$ cat src/rtl/pio_program_counter.sv
// pio_program_counter
//   Instruction-memory address register for one PIO state machine. On each
//   rising edge it holds, loads a jump target, wraps from wrap_bottom back to
//   wrap_top, or steps to the next address.
//
//   Ports
//     clk          in   system clock, rising-edge active
//     rst          in   asynchronous active-low reset (pc -> 0)
//     wrap_top     in   first address of the program loop (wrap destination)
//     wrap_bottom  in   last address of the program loop (wrap source)
//     jump         in   jump target address
//     jump_en      in   take jump target when advancing
//     pc_en        in   advance enable; pc holds when low
//     pc           out  current program counter (registered)
module pio_program_counter #(
   parameter int PC_WIDTH = 5
) (
   input  logic                clk,
   input  logic                rst,
   input  logic [PC_WIDTH-1:0] wrap_top,
   input  logic [PC_WIDTH-1:0] wrap_bottom,
   input  logic [PC_WIDTH-1:0] jump,
   input  logic                jump_en,
   input  logic                pc_en,
   output logic [PC_WIDTH-1:0] pc
);

   logic [PC_WIDTH-1:0] pc_q, pc_d;

   // Jump beats wrap, so a jump issued from wrap_bottom leaves the loop.
   // The wrap compare uses the live wrap_bottom; no copy is kept, so a
   // changed window applies on the very next edge. Increment is modulo
   // 2^PC_WIDTH by natural overflow.
   always_comb begin
      pc_d = pc_q;
      if (pc_en) begin
         if (jump_en)                  pc_d = jump;
         else if (pc_q == wrap_bottom) pc_d = wrap_top;
         else                          pc_d = pc_q + 1'b1;
      end
   end

   always_ff @(posedge clk or negedge rst) begin
      if (!rst) pc_q <= '0;
      else      pc_q <= pc_d;
   end

   assign pc = pc_q;

endmodule

$ cat config.mk
export PLATFORM = sky130hd
export DESIGN_NAME = pio_program_counter
export DESIGN_NICKNAME = d
export VERILOG_FILES = /design/src/rtl/pio_program_counter.sv
export SDC_FILE = /design/constraint.sdc
export NUM_CORES = 1
export LEC_CHECK = 0
export BUFFER_PORTS_ARGS = -buffer_cell sky130_fd_sc_hd__clkbuf_2
export CORE_AREA = 2 2 39 41
export CTS_BUF_LIST = sky130_fd_sc_hd__clkbuf_4 sky130_fd_sc_hd__clkbuf_8 sky130_fd_sc_hd__clkbuf_16
export CTS_CLUSTER_DIAMETER = 50
export CTS_CLUSTER_SIZE = 20
export DETAILED_ROUTE_END_ITERATION = 10
export DIE_AREA = 0 0 41 43
export PLACE_DENSITY = 0.73
export REMOVE_ABC_BUFFERS = 1
export SKIP_LAST_GASP = 1
export SLEW_MARGIN = 30
export SYNTH_ARGS = -nofsm -noshare
export SYNTH_HDL_FRONTEND = slang
export SYNTH_SLANG_ARGS = --single-unit
$ cat constraint.sdc
create_clock -name clk -period 1.9 [get_ports clk]
set_input_delay 0.19 -clock clk [delete_from_list [all_inputs] [get_ports clk]]
set_output_delay 0.19 -clock clk [all_outputs]
set_load 0.02 [all_outputs]
# Word level (Yosys, flattened, before mapping)
# Index checks and enable logic that the tools add are counted.
[word_totals]
word_cells = 5
register_bits = 5
input_bits = 19
output_inout_bits = 5
[op_classes]
add_sub_neg = 1
n_eq_ne = 1
muxes = 2
[ops]
columns = ["op", "n"]
rows = [
  ["5-bit two-way mux", 2],
  ["5-bit by 1-bit adder with 5-bit output (second input constant)", 1],
  ["5-bit equality test", 1],
]

# Longest topological paths before layout
[logic_depth]
word_depth = 3
ltp_mapped = 5
ltp_nobuf = 5

# Least setup slack after synthesis
# OpenSTA, ideal clock, no wires.
[synth_timing]
kind = "register to register"
startpoint = "register pc_q[3] (netlist: pc[3])"
endpoint = "register pc_q[3] (netlist: pc[3])"
slack_ns = 0.544
n_path_buf = 0
synth_period_minus_slack_ns = 1.356
stages_incl_launch_ff = 5
t_arrival_ns = 1.228
setup_ns = 0.128
t_required_ns = 1.772
path_cell_list = "dfrtp_1 -> and2b_1 -> or2_2 -> a211oi_1 -> nor3_1"
[synth_between]
elab_chain_len = 3
elab_cells_between_ends = 4
cone_classes = "add/sub (1); eq/ne (1); mux (2)"
[synth_rtl]
columns = ["item", "line", "source"]
rows = [
  ["start: declaration", "28", "logic [PC_WIDTH-1:0] pc_q, pc_d;"],
  ["start signal: assignment", "45", "else pc_q <= pc_d;"],
  ["5-bit by 1-bit adder with 5-bit output / 5-bit equality test (equally long branches)", "39, 38", ""],
  ["5-bit two-way mux *", "38", "else if (pc_q == wrap_bottom) pc_d = wrap_top;"],
  ["5-bit two-way mux *", "37", "if (jump_en) pc_d = jump;"],
]
# Mark *: on every way between the ends. The rest lies on a longest branch, timed or not.
# A chain may end at the register's enable or synchronous reset.

# Worst setup path after layout
[layout_timing]
startpoint = "register pc_q[0] (netlist: pc[0])"
endpoint = "register pc_q[3] (netlist: pc[3])"
# The elaborated chain is that of the path after synthesis.

==> metrics list <==
- Post-route fraction of the period consumed by the critical path: 73.32%
- Unrepaired setup endpoints after global routing: no
- Number of global-route vias before repair: 451
- Number of violations reported at the end of detailed-routing iteration 0: 14
- Synth Area in XOR/XNOR: 14.74%
- The floorplan step defined a die boundary enclosing 1763 sq um.
- Before CTS, the worst setup slack after placement is ~0.53 ns.
- Final hold violation count: 0
- Critical path required time: about 2 ns
- The layout has 156 filler cells.
- TritonCTS built the clock tree.
* Overall global routing resource usage: 15.83%
- Leak pwr: 0.2856 nW
* Via/cell ratio: 4.970
- Walking the worst path, the cells encountered are xnor2_1, nand3_1, nor4_1, nor3_1.
* GPL Wtd Cong: roughly 0.75
- Peak fanout along the critical path: 8
- Post-CTS timing repair inserted 0 buffers for setup.
- The run finished with clean final reports.
* Post-detailed-routing wire length: 1205 microns
- Largest family of logic cells by synthesized area: simple AND/OR/NAND/NOR gates
- Summing the areas of all fa, ha and maj instances in the mapped netlist gives 2.632% of the synthesized area.
- Synthesized area per cell: roughly 8.1 sq um
- Hold Path Class: input port to flop
- Initial antenna violation count: 0
- The area growth from synthesis to layout is 34.47%.
- In this run the power density over the cells is 860.6 nW/um^2.
- Crit path DAT: 1.52 ns
* Buffers from clock root to sink, at most: 2
* IO buf count: 23
* DRT Pass-1 Iters: 4
* Antenna diode instance count: 0
- Transition time at the pin with the least slew margin: 0.2283 ns
- Top library cells by usage in the layout, fill and taps aside: clkbuf_2 (23), xnor2_1 (7), nand3_1 (5), a21oi_1 (5), dfrtp_1 (5)
- After synthesis the netlist holds a flip-flop and latch count of 5.
- Clock H-tree levels: 1
- MaxCap Viol Count: 0
- Remaining antenna violation count after routing: 0
* Most common library cell in the layout ignoring fill and taps: clkbuf_2
* Maximum clock skew at final layout: 0.005068 ns
* Ratio of cells with drive above 1 in the final layout: 36.47%
* Number of sinks handled by clock tree synthesis: 5
* Largest vdd supply drop: 0.2983 mV
- DRC violation count after routing: 0
- Summing the areas of all compound-gate instances in the mapped netlist gives 15.26% of the synthesized area.
- The worst setup path is of the flop to flop kind.
- Area of the placeable core: ~1400 sq um
* Via Count: 502
- In this run the clock root is driven by a clkbuf_4.
* Area fraction in and, or, nand and nor cells after synthesis: 38.68%
* Overflow left after global routing: 0
- Worst rel slew slack: about 85%
* First-pass GRT wire length: 1911 microns
- For the final routed database, the setup TNS stands at 0 ns.
- In this design, the stage delay of the slowest critical-path cell is between 0.4 and 0.5 ns.
- Element type at the critical path start: flop
* Fraction of synthesized area in multiplexers: 0%
- During synthesis, Yosys emitted a total of 0 warnings.
- TritonCTS Buffers: 3
- The floorplan step set the die height to 43 microns.
- Summing the sequential cell areas from Yosys gives between 20% and 30% of the chip area.
* # rows: 14
- After synthesis, the netlist uses 25 different library cells.
* # IOs: 24
* Layout net count: ~110
- The worst path in the final design needs a cycle of 1.393 ns, including I/O delays and setup.
* Worst skew pair latency: 0.25 ns
- Number of flip-flops under the largest register name: 5
* Fmax: between 0.7 and 0.8 GHz
- The die is between 40 and 50 microns wide.
* Detailed Place HPWL: 892.9 microns
* Initial standard-cell utilization of the core: 34.36%
* Clock transition at the register clock pins on the worst setup and hold paths after CTS: 0.05 ns
- Dividing the detail-routed wire length by the instance count gives 11.93 microns.
- The mapped netlist covers 475.5 sq um.
- Setup violators final: 0
- Worst Setup End Kind: flop
* Pin count of the biggest net entering global routing: 13
- Final worst-path setup slack: 0.5069 ns
* Synthesized netlist cell count: 59
- Final count of pins violating max slew: 0
* CP max stage cell: dfrtp_1
## power by group
group / internal (mW) / total (mW) / switching (mW)
combinational: 0.111 / 0.239 / 0.128
sequential: 0.128 / 0.165 / 0.0371
clock: 0.0942 / 0.146 / 0.0518
total: 0.333 / 0.550 / 0.217
## cell usage after synthesis
master | instances | area share (%)
a211oi_1 | 2 | 3.2
a21oi_1 | 5 | 5.3
a31oi_1 | 2 | 2.6
and2_4 | 1 | 1.8
and2b_1 | 1 | 1.6
and3_4 | 1 | 2.4
buf_4 | 1 | 1.6
clkbuf_1 | 1 | 0.79
dfrtp_1 | 5 | 26
ha_1 | 1 | 2.6
nand2_1 | 1 | 0.79
nand2b_1 | 1 | 1.3
nand3_1 | 5 | 5.3
nand3b_1 | 1 | 1.6
nor2_1 | 2 | 1.6
nor2b_1 | 4 | 5.3
nor3_1 | 4 | 4.2
nor3b_1 | 1 | 1.6
nor4_1 | 2 | 2.6
o21ai_0 | 4 | 4.2
or2_2 | 2 | 2.6
or2b_1 | 3 | 4.7
or3_1 | 1 | 1.3
xnor2_1 | 7 | 13
xor2_1 | 1 | 1.8
## critical path, delay by kind of cell, from the launching register on
family | cells | cell delay (ns)
XOR/XNOR | 1 | 0.22
flip-flops | 1 | 0.45
AND/OR/NAND/NOR | 3 | 0.60
## timing repair
item	in CTS	in global routing
hold buffers	1	0
setup endpoints to repair	0	0
gates resized for setup	0	0
hold endpoints to repair	5	0
## per-layer routing
metal | vias up | GRT usage [%] | routed length, microns
li1 | 262 | - | -
met1 | 222 | 19.54 | 529
met2 | 16 | 25.62 | 615
met3 | 2 | 1.571 | 52
met4 | 0 | 8.000 | 8
met5 | - | 0 | 0
## cells by family (layout without fill, tap and decap cells)
kind of cell             count (synthesis)  after routing
AND/OR/NAND/NOR                         30             30
AO/OA/AOI/OAI                           13             13
XOR/XNOR                                 8              8
flip-flops                               5              5
buffers and inverters                    2             28
adder cells (fa/ha/maj)                  1              1
## stage by stage
| step | std cells | total power, mW | instance area (sq um) | utilization, % | hold WS, ns |
|---|---|---|---|---|---|
| finish | 101 | 0.5502 | 639.4 | 46.20 | 0.2116 |
| global route | 101 | 0.5873 | 639.4 | 46.20 | 0.2075 |
| CTS | 101 | 0.5540 | 639.4 | 46.20 | 0.2044 |
| detailed placement | 96 | 0.4028 | 599.3 | 43.31 | 0.02031 |
| global placement | 96 | 0.3984 | 599.3 | 43.31 | 0.01914 |
| floorplan | 57 | 0.3246 | 464.2 | - | -0.1056 |
## path summary, 6_finish.rpt
path | endpoint | cells after the start | slack, ns | start
max | pc[3] | 4 | 0.51 | pc[0]
min | pc[2] | 3 | 0.21 | wrap_top[2]
max reg2reg | pc[3] | 4 | 0.51 | pc[0]
min reg2reg | pc[0] | 2 | 0.72 | pc[0]
max in group asynchronous | pc[1] | 2 | 1.45 | rst
min in group asynchronous | pc[3] | 2 | 0.30 | rst
## area by class of cell
class                           instances  area [sq um]  share of cell area (%)
Multi-Input combinational cell         52         339.1                   53.03
Sequential cell                         5         125.1                   19.57
Timing Repair Buffer                   24         125.1                   19.57
Clock buffer                            4         30.03                   4.697
Tap cell                               16         20.02                   3.131
(Power assumes the default switching activity.)
